File: src/rtl/elevator_pkg.sv
// Shared types for the 4-floor elevator: floor index, request-unit states and
// the motor encodings used by the controller FSM.
package elevator_pkg;

  localparam int NUM_FLOORS = 4;

  typedef logic [1:0] floor_t;

  typedef enum logic [1:0] {
    MOVING  = 2'd0,
    SERVING = 2'd1,
    DONE    = 2'd2
  } serve_state_t;

  typedef enum logic [1:0] {
    MOTOR_STOP = 2'd0,
    MOTOR_UP   = 2'd1,
    MOTOR_DOWN = 2'd2
  } motor_t;

  // Lowest asserted sensor wins, so scan from the top down and let lower bits overwrite.
  function automatic floor_t sensor_to_floor(input logic [NUM_FLOORS-1:0] sensor);
    floor_t f;
    f = '0;
    for (int i = NUM_FLOORS - 1; i >= 0; i--) begin
      if (sensor[i]) f = floor_t'(i);
    end
    return f;
  endfunction

endpackage

File: src/rtl/door_timer.sv
// Door-open interval counter: loads RELOAD, counts down while enabled and
// flags expiry at zero.
module door_timer #(
  parameter logic [3:0] RELOAD = 4'd7
) (
  input  logic clk,
  input  logic reset,
  input  logic load,
  input  logic enable,
  output logic expired
);

  logic [3:0] count;

  // Load has priority so a re-open during the countdown restarts the full interval.
  always_ff @(posedge clk or posedge reset) begin
    if (reset) begin
      count <= '0;
    end else if (load) begin
      count <= RELOAD;
    end else if (enable && (count != 4'd0)) begin
      count <= count - 4'd1;
    end
  end

  assign expired = (count == 4'd0);

endmodule

File: src/rtl/call_request_unit.sv
// Request front end for the 4-floor elevator: holds button requests, tracks the
// floor, clears requests while serving a stop and drives the door-hold interval.
module call_request_unit
  import elevator_pkg::*;
#(
  parameter int DOOR_CYCLES = 8
) (
  input  logic       clk,
  input  logic       reset,
  input  logic [3:0] sensor,
  input  logic [3:0] hall_up,
  input  logic [3:0] hall_dn,
  input  logic [3:0] cab,
  input  logic       stop,
  output logic [3:0] up_req,
  output logic [3:0] dn_req,
  output logic [3:0] cab_req,
  output floor_t     floor,
  output logic       door_hold,
  output logic       req_above,
  output logic       req_below,
  output logic       any_req
);

  serve_state_t state, next_state;
  floor_t       sensor_floor;
  logic         at_floor;
  logic         floor_button;
  logic         serve_load;
  logic         expired;
  logic [3:0]   up_btn, dn_btn;
  logic [3:0]   clr_mask;
  logic [3:0]   all_req;
  logic [3:0]   above_mask, below_mask;

  // No up button exists on the top floor and no down button on the ground floor.
  assign up_btn       = hall_up & 4'b0111;
  assign dn_btn       = hall_dn & 4'b1110;
  assign at_floor     = |sensor;
  assign sensor_floor = sensor_to_floor(sensor);
  assign floor_button = up_btn[sensor_floor] | dn_btn[sensor_floor] | cab[sensor_floor];

  always_ff @(posedge clk or posedge reset) begin
    if (reset) begin
      state <= MOVING;
    end else begin
      state <= next_state;
    end
  end

  // serve_load marks every edge that (re)opens the door: it clears the floor's
  // requests and restarts the timer.
  always_comb begin
    next_state = state;
    serve_load = 1'b0;
    case (state)
      MOVING: begin
        if (stop && at_floor) begin
          next_state = SERVING;
          serve_load = 1'b1;
        end
      end
      SERVING: begin
        if (at_floor && floor_button) begin
          serve_load = 1'b1;
        end else if (expired) begin
          next_state = DONE;
        end
      end
      DONE: begin
        if (!stop || !at_floor) begin
          next_state = MOVING;
        end else if (floor_button) begin
          next_state = SERVING;
          serve_load = 1'b1;
        end
      end
      default: next_state = MOVING;
    endcase
  end

  door_timer #(
    .RELOAD(4'(DOOR_CYCLES - 1))
  ) u_door_timer (
    .clk    (clk),
    .reset  (reset),
    .load   (serve_load),
    .enable (state == SERVING),
    .expired(expired)
  );

  assign clr_mask = serve_load ? (4'b0001 << sensor_floor) : 4'b0000;

  // Clear is applied after the set so a press on the serving edge stays cleared.
  always_ff @(posedge clk or posedge reset) begin
    if (reset) begin
      up_req  <= '0;
      dn_req  <= '0;
      cab_req <= '0;
      floor   <= '0;
    end else begin
      up_req  <= (up_req | up_btn) & ~clr_mask;
      dn_req  <= (dn_req | dn_btn) & ~clr_mask;
      cab_req <= (cab_req | cab) & ~clr_mask;
      if (at_floor) floor <= sensor_floor;
    end
  end

  assign door_hold = (state == SERVING);
  assign all_req   = up_req | dn_req | cab_req;

  always_comb begin
    above_mask = '0;
    below_mask = '0;
    for (int i = 0; i < NUM_FLOORS; i++) begin
      above_mask[i] = (i > int'(floor));
      below_mask[i] = (i < int'(floor));
    end
  end

  assign req_above = |(all_req & above_mask);
  assign req_below = |(all_req & below_mask);
  assign any_req   = |all_req;

endmodule

File: config.mk
export PLATFORM = sky130hd
export DESIGN_NAME = call_request_unit
export DESIGN_NICKNAME = d
export VERILOG_FILES = /design/src/rtl/elevator_pkg.sv /design/src/rtl/door_timer.sv /design/src/rtl/call_request_unit.sv
export SDC_FILE = /design/constraint.sdc
export NUM_CORES = 1
export LEC_CHECK = 0
export CAP_MARGIN = 20
export CORE_ASPECT_RATIO = 0.9
export CORE_UTILIZATION = 35
export CTS_CLUSTER_DIAMETER = 60
export DETAILED_ROUTE_END_ITERATION = 7
export PLACE_DENSITY_LB_ADDON = 0.1
export SLEW_MARGIN = 40
export SYNTH_ARGS = -nofsm -noshare
export SYNTH_HDL_FRONTEND = slang
export SYNTH_SLANG_ARGS = --single-unit
File: constraint.sdc
create_clock -name clk -period 1.9 [get_ports clk]
set_input_delay 0.285 -clock clk [delete_from_list [all_inputs] [get_ports clk]]
set_output_delay 0.285 -clock clk [all_outputs]
set_load 0.02 [all_outputs]
# Word level (Yosys, flattened, before mapping)
# Cells that the tools add are included.
op_classes:
  n_addsub: 1
  mul: 0
  div_mod_pow: 0
  order_cmp: 7
  eq_ne: 6
  n_shift: 1
  mux: 24
  bitwise_logic: 13
  n_reduce_logical: 15
op_table:
  columns: ["operator", "n"]
  rows:
  - ["two-way mux 2 bit", 9]
  - ["bitwise AND 4 bit", 4]
  - ["OR 4 bit", 4]
  - ["OR reduction 4 bit", 4]
  - ["two-way mux 4 bit", 3]
  - ["two-way mux 1 bit", 7]
  - ["binary-select mux 1 bit (select 2 bit)", 3]
  - ["!= test 2 bit (second input constant)", 3]
  - ["one-hot mux 2 bit (3 select lines)", 1]
  - ["bitwise AND 4 x 3 -> 4 bit", 1]
  - ["greater-than comparator 2 bit (first input constant)", 2]
  - ["logical NOT 4 bit", 1]
  - ["less-than comparator 1 x 2 -> 1 bit (first input constant)", 2]
  - ["NOT 4 bit", 1]
  - ["OR 4 x 3 -> 4 bit", 1]
  - ["AND reduction 4 bit", 1]
  - ["nonzero test 4 bit", 1]
  - ["<< shifter 1 x 2 -> 4 bit (first input constant)", 1]
  - ["subtractor 4 x 1 -> 4 bit (second input constant)", 1]
  - ["logical AND 1 bit", 3]
  - ["less-than comparator 2 x 3 -> 1 bit (second input constant)", 1]
  - ["!= test 3 bit (second input constant)", 1]
  - ["one-hot mux 1 bit (3 select lines)", 1]
  - ["== test 2 x 1 -> 1 bit (second input constant)", 1]
  - ["8 further kinds", 10]
word_totals:
  register_bits: 20
  latchBits: 0
  ramBits: 0
  rom_bits: 0
  inputBits: 19
  out_inout_bits: 18
  elab_cells: 73
  mem_count: 0

# Longest topological paths before layout
# Gate-level depths: netlist of run 1.
logic_depth:
  word_depth: 14
  depth_mapped: 7
  depth_no_buf: 6

# By module
# A second synthesis of run 1 with hierarchy kept.
hier_totals:
  hier_cells: 125
  hier_area_um2: 1172.4
modules_own_cells:
  columns: ["module", "instances", "cells_each", "area_each_um2", "seq_area_each_um2"]
  rows:
  - ["call_request_unit", 1, 101, 938.4, 400.4]
  - ["door_timer", 1, 24, 234.0, 100.1]

# Worst setup path after synthesis of run 1
# No wires, ideal clock.
synth_timing:
  path_type: "flip-flop to output port"
  startpoint: "register up_req[3]"
  endpoint: "output port any_req"
  t_arrival_ns: 1.325
  required_ns: 1.615
  path_slack_ns: 0.290
  stages_incl_launch_ff: 4
  n_path_buf: 0
  cell_sequence: "dfrtp_1 > or3_1 > nor4_1 > nand3_1"
synth_via:
  elab_chain_cells: 3
synth_lines:
  columns: ["element", "line_no", "rtl"]
  rows:
  - ["from (decl)", "call_request_unit.sv:15", "output logic [3:0] up_req,"]
  - ["from (signal assigned)", "call_request_unit.sv:102", "up_req <= (up_req | up_btn) & ~clr_mask;"]
  - ["OR 4 bit (2 in series)", "call_request_unit.sv:110", "assign all_req = up_req | dn_req | cab_req;"]
  - ["OR reduction 4 bit", "call_request_unit.sv:123", "assign any_req = |all_req;"]
  - ["to (decl)", "call_request_unit.sv:22", "output logic any_req"]
# No other way between the ends.

# Final worst setup path of run 1
layout_timing:
  startpoint: "input port hall_up[2]"
  endpoint: "register state[0]"
layout_via:
  elab_chain_cells: 7
  elab_cells_between_ends: 8
  cone_classes: "eq/ne: 2; mux: 2; bitwise: 2; reduce/logical: 2"
layout_lines:
  columns: ["element", "line_no", "rtl"]
  rows:
  - ["from (decl)", "call_request_unit.sv:11", "input logic [3:0] hall_up,"]
  - ["binary-select mux 1 bit (select 2 bit) (*)", "call_request_unit.sv:41", "assign floor_button = up_btn[sensor_floor] | dn_btn[sensor_floor] | cab[sensor_floor];"]
  - ["two-way mux 1 bit (implied by the code) (*)", "call_request_unit.sv:41", null]
  - ["OR 1 bit (*) (2 in series)", "call_request_unit.sv:41", null]
  - ["logical AND 1 bit", "call_request_unit.sv:64", "if (at_floor && floor_button) begin"]
  - ["!= test 2 bit (no line)", null, null]
  - ["AND reduction 4 bit (no line) (*)", null, null]
  - ["to (signal assigned)", "call_request_unit.sv:47", "state <= next_state;"]
  - ["to (decl)", "call_request_unit.sv:25", "serve_state_t state, next_state;"]
# Every way passes the cells marked *; elsewhere a longest branch is shown, timed or not. The select of a mux whose other input is x is not followed.
# A chain may end at the register's enable or synchronous reset.

==> results of run 1 <==
-- kinds of logic (layout without fill, tap and decap cells) --
kind of cell,count (synthesis),in the layout,share of synthesized area (%)
compound gates,34,34,22.1
xor+xnor,2,2,1.67
fa+ha+maj,1,1,1.20
buf+inv,8,67,4.67
flops,20,20,47.8
simple gates,44,44,22.5
-- metrics by stage --
stage / TNS [ns] / util, %
floorplan: 0 / -
global placement: -4.62 / 55.5
detailed placement: -5.80 / 55.5
CTS: -0.0349 / 59.1
global route: -0.0621 / 59.7
finish: 0 / 59.7
-- synthesized netlist by cell type --
library cell	instances	area share, %
o22ai_1	1	0.60
nor4_2	1	1.2
o31a_1	1	0.84
nand2_1	6	2.2
buf_6	2	2.2
dfrtp_1	20	48
nand2b_1	2	1.2
a31oi_1	3	1.8
a21boi_0	2	1.4
a21oi_1	11	5.3
or3_1	3	1.8
nor4_1	1	0.60
a21o_1	1	0.72
nor3b_1	1	0.72
nor2b_1	1	0.60
nor2_1	20	7.2
o21ai_0	6	2.9
o21a_1	1	0.72
inv_1	5	1.8
a32o_1	1	0.96
nor2b_2	1	0.84
nor3_1	5	2.4
a32oi_1	1	0.84
and3_4	1	1.1
nor4b_4	1	2.3
o31ai_1	1	0.72
xor2_1	1	0.84
o21ai_1	2	0.96
a32oi_4	1	2.6
o32a_1	1	0.96
nand3_1	1	0.48
a22o_1	1	0.84
ha_1	1	1.2
xnor2_1	1	0.84
buf_4	1	0.72
-- per-layer routing --
layer  part of all wire (%)  vias up
met5                      0        -
met4                   0.54        0
met3                    4.8        2
met2                     48       31
met1                     47      483
li1                       -      506
-- path summary, 6_finish.rpt --
check                                       from               endpoint  slack (ns)
max                                   hall_up[2]               state[0]        0.05
min                                        reset  u_door_timer.count[3]        0.30
max reg2reg                             state[0]             cab_req[2]        0.25
min reg2reg                u_door_timer.count[1]  u_door_timer.count[1]        0.57
max in group asynchronous                  reset              up_req[1]        1.39
min in group clk                       sensor[1]               floor[0]        0.43
-- sequential cells by signal (all words and copies together) (netlist names) --
signal	flops
cab_req	4
dn_req	4
floor	2
state	2
u_door_timer.count	4
up_req	4
-- critical path: stages --
cell	delay [ns]
clkdlybuf4s50_1	0.42
or3_1	0.40
a32oi_2	0.21
and3_4	0.23
a32oi_4	0.14
buf_4	0.19
a21o_1	0.18
-- repair_timing --
action / 4_1_cts / 5_1_grt
buffers inserted: 5 / 0
pin swaps: 5 / 4
hold endpoints to repair: 0 / 0
gates resized for setup: 19 / 8
endpoints found under the setup margin: 12 / 14
-- area by class of cell --
type | instances | area, um2 | share of cell area [%]
inverter | 5 | 18.8 | 1.13
clock buffer | 4 | 36.3 | 2.18
multi-input combinational | 81 | 538 | 32.3
tap | 40 | 50.0 | 3.00
timing repair buffer | 58 | 523 | 31.4
sequential | 20 | 500 | 30.0
-- power breakdown --
part	internal, W	switching, W
registers	0.000455	0.0000314
clock network	0.000117	0.000135
logic	0.000152	0.000137
total	0.000724	0.000302
-- layout by cell type (no fill, tap or decap), drive strengths merged --
cell type and n:
nand2b 2, clkbuf 4, xnor2 1, o21a 1, nor2b 2, nand2 6, nand3 1, o31ai 1
inv 5, clkdlybuf4s50 26, and3 1, a32o 1, o21ai 8, a21oi 11, dfrtp 20, dlymetal6s2s 4
dlygate4sd2 1, or3 3, a22o 1, a31oi 3, nor2 20, nor3 5, nor4b 1, xor2 1
nor3b 1, o32a 1, a21o 1, buf 27, a32oi 2, ha 1, o22ai 1, a21boi 2
nor4 2, o31a 1
==> impl_metrics.yaml, run 1 <==
sta:
  finalWorstPathRequiredPeriod_ns: 1.85
  fin_crit_sh_pct: 97.2
  fin_hold_ws_ns: 0.298
  setup_violations: 0
  layout_setup_ws_ns: 0.0538
  hold_viol: 0
  max_slew_margin_pct: 68.8
  clock_skew_ns: 0.00502
  slew_viol_final: 0
  rsz0062_at_grt: "yes"
  worstMarginPinSlew_ns: 0.468
  fmax_mhz: 542
route:
  remaining_drc_errors: 0
  antenna_left: 0
  via_per_inst: 4.91
  wirelength_um: 2790
  drt_first_iter_violations: 55
  vias: 1022
  routedWlPerCell_um: 13.4
  first_pass_iters: 4
final_layout:
  design_area_um2: 1670
  fin_cells: 208
  diodes: 0
  drive_gt1_share_pct: 25.0
  final_nets: 189
  nFillCells: 280
  syn_to_final_growth_pct: 59.3
die:
  fp.dieArea_um2: 3210
  num_rows: 18
  die_h_um: 53.9
  top_level_ports: 37
  start_util_pct: 37.5
  core-area_um2: 2790
  die_w_um: 59.6
synth:
  synth_area_per_cell_um2: 9.60
  ys_types: 35
  synth_fp_nets: 129
  synth_seq_cells: 20
  synth.cell_area_um2: 1050
  ys_seq_area_share_pct: 47.8
  synth_warnings: 0
  synth_cells: 109
power:
  p_per_area_nw_per_um2: 616
  power_w: 0.00103
  ir_drop_mv: 0.470
  p_leak_nw: 0.708
job:
  drv_cap: 0
global_routing:
  grt_pass1_wl_um: 4790
  grtUsageMet2_pct: 35.6
  use_met1_pct: 26.1
  track_usage_pct: 20.6
  first_global_vias: 1047
  gr-usage-met3_pct: 3.61
  antenna_found_initial: 0
  grt_overflow: 0
  grt_max_degree: 21
  gr-max-usage-layer: "met2"
worst_hold_path:
  hold_class: "in -> async"
clock_network:
  clk_pin_slew_worst_paths_ns: 0.12
  numCtsBuffers: 3
  cts_tree: "built"
  ctsHtreeMaxLevel: 1
  clk_path_buf_depth: 2
  cts.sinks: 20
  ctsHoldBuffers: 0
  clockRootBuffer: "clkbuf_4"
  clock_latency_ns: 0.30
setup_path:
  cp-end-kind: "register"
  start_kind: "input port"
  crit_required_ns: 2.10
  worstRegToRegCells: 5
  worst-endpoint-arrival_ns: 2.05
  crit_fanout: 6
  path_class: "in -> reg"
place:
  place_ws_ns: -0.415
  io_buffers: 34
  gp_congestion: 0.777
  hpwl_um: 2100
  dp_cells: 199
  placedInstanceArea_um2: 1550
run_status:
  status: "completed"
(Power assumes the default switching activity.)
==> inputs of run 2 (changes only) <==
CORE_UTILIZATION = 44   (was 35)
CTS_BUF_LIST = sky130_fd_sc_hd__clkbuf_16   (was default)
GPL_ROUTABILITY_DRIVEN = 0   (was default)
==> run 2 against run 1 <==
  * Combinational power is essentially flat
  * Clock power is 75% higher
  * Sequential power about the same
  * Power increased by 19%
  * Sequential cell count unchanged
  * Worst hold slack gained 0.063 ns
  * Final cell count is 6.7% lower
  * Via count is 2.3% higher
==> impl_metrics.yaml, run 2 (same netlist as run 1, synthesis figures left out) <==
place:
  place_ws_ns: -0.342
  hpwl_um: 2140
  placedInstanceArea_um2: 1560
  io_buffers: 34
route:
  via_per_inst: 5.39
  wirelength_um: 2930
  antenna_left: 0
  remaining_drc_errors: 0
  drt_first_iter_violations: 16
  first_pass_iters: 4
  routedWlPerCell_um: 15.1
  vias: 1045
die:
  num_rows: 16
  core-area_um2: 2200
  die_w_um: 53.4
  start_util_pct: 47.5
  fp.dieArea_um2: 2580
  top_level_ports: 37
  die_h_um: 48.3
power:
  ir_drop_mv: 0.598
  p_comb_share_pct: 23.9
  switching_share_pct: 27.1
  switchingPower_w: 0.000330
  internal_power_w: 0.000890
  clock_power_share_pct: 36.0
  p_per_area_nw_per_um2: 724
  p_leak_nw: 0.703
  pwr-share-seq_pct: 40.2
setup_path:
  path_class: "reg -> out"
  cp-end-kind: "primary output"
  start_kind: "register"
  crit_required_ns: 1.62
  crit_fanout: 2
  worst-endpoint-arrival_ns: 1.56
global_routing:
  grt_overflow: 0
  gr-usage-met3_pct: 3.43
  gr-max-usage-layer: "met2"
  antenna_found_initial: 0
  use_met1_pct: 28.5
  grt_pass1_wl_um: 4180
  grt_max_degree: 21
  first_global_vias: 942
  grtUsageMet2_pct: 44.5
  track_usage_pct: 24.0
sta:
  hold_viol: 0
  rsz0062_at_grt: "no"
  worstMarginPinSlew_ns: 0.524
  finalWorstPathRequiredPeriod_ns: 1.85
  setup_violations: 0
  fmax_mhz: 541
  fin_crit_sh_pct: 97.3
  clock_skew_ns: 0.00186
  layout_setup_ws_ns: 0.0512
  slew_viol_final: 0
  max_slew_margin_pct: 65.1
  tns_ns: 0
final_layout:
  final_common_cell: "clkdlybuf4s50_1"
  design_area_um2: 1680
  nFillCells: 149
  final_cell_mix: "clkdlybuf4s50_1, buf_4, nor2_1"
  ff_latch_area_um2: 502
  drive_gt1_share_pct: 24.6
  multi_input_area_um2: 539
  syn_to_final_growth_pct: 61.0
  final_nets: 188
  diodes: 0
clock_network:
  clockRootBuffer: "clkbuf_16"
  clock_latency_ns: 0.25
  cts_tree: "built"
  numCtsBuffers: 3
  clk_pin_slew_worst_paths_ns: 0.06
  clk_path_buf_depth: 2
  ctsHoldBuffers: 0
  ctsHtreeMaxLevel: 1
  cts.sinks: 20
job:
  drv_cap: 0
run_status:
  status: "completed"
worst_hold_path:
  hold_class: "in -> async"
-- run 2: per-stage QoR --
stage	total power, W	hold slack, ns	std cells	utilization (%)
floorplan	0.000619	0.249	109	-
global placement	0.000765	0.533	189	70.6
detailed placement	0.000774	0.529	189	70.6
CTS	0.00121	0.377	193	74.4
global route	0.00126	0.405	194	76.5
finish	0.00122	0.361	194	76.5
-- run 2: area by class of cell --
| cell class | count | area share [%] |
|---|---|---|
| multi-input cells | 81 | 32.0 |
| repair buffers | 57 | 30.4 |
| flip-flops and latches | 20 | 29.8 |
| clock buffers | 3 | 4.46 |
| well taps | 27 | 2.01 |
| inverters | 5 | 1.11 |
| clock inverters | 1 | 0.223 |
-- run 2: timing repair --
| item | in CTS | in global routing |
|---|---|---|
| pin swaps | 1 | 4 |
| resized for setup | 15 | 11 |
| setup endpoints to repair | 19 | 17 |
| setup buffers | 0 | 1 |
-- run 2: path summary, 6_finish.rpt --
path | from | cells past startpoint | slack (ns) | end
min in group clk | sensor[3] | 3 | 0.54 | floor[1]
max | up_req[3] | 4 | 0.05 | req_above
max in group asynchronous | reset | 3 | 1.31 | dn_req[2]
min | reset | 3 | 0.36 | u_door_timer.count[1]
max reg2reg | state[1] | 5 | 0.26 | u_door_timer.count[3]
min reg2reg | u_door_timer.count[1] | 2 | 0.55 | u_door_timer.count[1]
-- run 2: layer usage --
metal / wire length (um) / vias to the layer above
met2: 1480 / 35
met3: 131 / 7
li1: - / 510
met5: 0 / -
met1: 1250 / 493
met4: 69 / 0
-- run 2: worst max-delay path, cell delays in order, from the launching register on --
cell,delay (ns)
dfrtp_1,0.37
or3_4,0.42
nor4_4,0.24
o22ai_1,0.10
buf_2,0.17
-- run 2: power by group through the flow --
stage / clock network, W / logic [W] / registers, W
finish: 0.000439 / 0.000291 / 0.000490
detailed placement: 0 / 0.000284 / 0.000490
global placement: 0 / 0.000277 / 0.000487
global route: 0.000455 / 0.000315 / 0.000494
floorplan: 0 / 0.000104 / 0.000516
CTS: 0.000437 / 0.000283 / 0.000485
==> inputs of run 3 (changes only) <==
CORE_UTILIZATION = 47   (was 44)
TNS_END_PERCENT = 30   (was default)
clock period = 2.15 ns   (was 1.9 ns; I/O delays follow)
==> run 3 against run 2 <==
  * Routed wire length shrank 5.3%
  * Clock skew grew 0.00051 ns
  * Worst hold slack gained 0.055 ns
  * Utilization grew 3.6 points
  * Via count shrank 5.1%
  * Sequential share of layout area grew 1.3 points
==> impl_metrics.yaml, run 3 (same netlist as run 1, synthesis figures left out) <==
place:
  hpwl_um: 1940
  io_buffers: 34
sta:
  worstMarginPinSlew_ns: 0.704
  finalWorstPathRequiredPeriod_ns: 2.04
  max_slew_margin_pct: 52.8
  rsz0062_at_grt: "no"
  fmax_mhz: 489
  clock_skew_ns: 0.00237
  slew_viol_final: 0
  fin_crit_sh_pct: 95.0
  hold_viol: 0
  setup_violations: 0
clock_network:
  postCtsSetupBuffers: 0
  ctsHtreeMaxLevel: 1
  clk_path_buf_depth: 2
  clockRootBuffer: "clkbuf_16"
  cts.sinks: 20
  clock_latency_ns: 0.24
  clk_pin_slew_worst_paths_ns: 0.05
  numCtsBuffers: 3
  cts_tree: "built"
setup_path:
  worst-endpoint-arrival_ns: 1.72
  crit_fanout: 3
  start_kind: "register"
  cp-end-kind: "primary output"
  crit_required_ns: 1.83
  path_class: "reg -> out"
final_layout:
  final_common_cell: "clkdlybuf4s50_1"
  drive_gt1_share_pct: 15.8
  postLayoutCoreUtil_pct: 80.1
  syn_to_final_growth_pct: 53.7
  final_cell_mix: "clkdlybuf4s50_1, nor2_1, dfrtp_1"
  nFillCells: 143
  diodes: 0
  final_nets: 180
die:
  num_rows: 15
  die_h_um: 46.8
  start_util_pct: 52.1
  die_w_um: 51.7
  core-area_um2: 2010
  top_level_ports: 37
  fp.dieArea_um2: 2420
route:
  wirelength_um: 2770
  routedWlPerCell_um: 15.2
  via_per_inst: 5.42
  vias: 992
  first_pass_iters: 4
  antenna_left: 0
  drt_first_iter_violations: 26
  remaining_drc_errors: 0
power:
  p_leak_nw: 0.648
  power_w: 0.00105
  p_per_area_nw_per_um2: 650
  ir_drop_mv: 0.503
worst_hold_path:
  hold_class: "in -> async"
global_routing:
  antenna_found_initial: 0
  track_usage_pct: 24.7
  first_global_vias: 907
  grt_pass1_wl_um: 4170
  grt_overflow: 0
  grt_max_degree: 21
job:
  drv_cap: 0
run_status:
  status: "completed"
[run 3: changes by cell type in the layout (fill, tap and decap cells not counted), moves of 2 or more]
cell,change
buf_4,-7
buf_6,-2
a21oi_1,+2
buf_2,-2
a21oi_2,-2
clkdlybuf4s50_1,+5
[run 3: worst paths after layout]
| check | start | endpoint | slack, ns | cells past startpoint |
|---|---|---|---|---|
| worst max-delay path | up_req[3] | req_above | 0.11 | 4 |
| worst min-delay path | reset | u_door_timer.count[2] | 0.42 | 2 |
| worst max register to register | state[0] | dn_req[2] | 0.53 | 5 |
| worst min register to register | dn_req[3] | dn_req[3] | 0.54 | 2 |
| max in group asynchronous | reset | u_door_timer.count[1] | 1.39 | 2 |
| min in group clk | dn_req[3] | dn_req[3] | 0.54 | 2 |
[run 3: critical path: stages, from the launching register on]
cell           delay, ns
dfrtp_1             0.39
or3_1               0.45
nor4_4              0.18
o22ai_1             0.12
dlygate4sd2_1       0.33
[run 3: repair_timing]
action | 4_1_cts | 5_1_grt
hold buffers | 0 | 0
endpoints found under the setup margin | 2 | 2
pin swaps | 0 | 0
gates resized for setup | 3 | 3
[run 3: where the power goes]
| part | total, W | switching, W | internal, W |
|---|---|---|---|
| Clock | 0.000364 | 0.000119 | 0.000244 |
| Combinational | 0.000249 | 0.000120 | 0.000129 |
| Sequential | 0.000433 | 0.0000291 | 0.000404 |
[run 3: cell type report]
cell class,instances,area [um2],area share [%]
clock buffer,3,75.1,4.67
sequential,20,500,31.1
tap,25,31.3,1.95
multi-input combinational,81,517,32.1
inverter,5,18.8,1.17
timing repair buffer,49,465,28.9
[run 3: metal layers]
metal  global-route usage [%]  part of all wire (%)  vias to the layer above
met4                     8.11                  0.79                        0
met2                     42.3                    48                       36
met1                     33.5                    46                      465
met5                        0                     0                        -
li1                         -                     -                      489
met3                     2.91                   5.0                        2
[run 3: metrics by stage]
stage | hold slack, ns | std cells | TNS (ns) | setup slack [ns] | area [um2]
4_1_cts | 0.541 | 183 | 0 | 0.0133 | 1590
3_3_place_gp | 0.530 | 180 | -0.142 | -0.0303 | 1510
2_1_floorplan | 0.286 | 109 | 0 | 0.503 | 1050
5_1_grt | 0.470 | 183 | 0 | 0.0282 | 1610
3_5_place_dp | 0.536 | 180 | -0.456 | -0.0530 | 1510
6_report | 0.416 | 183 | 0 | 0.107 | 1610
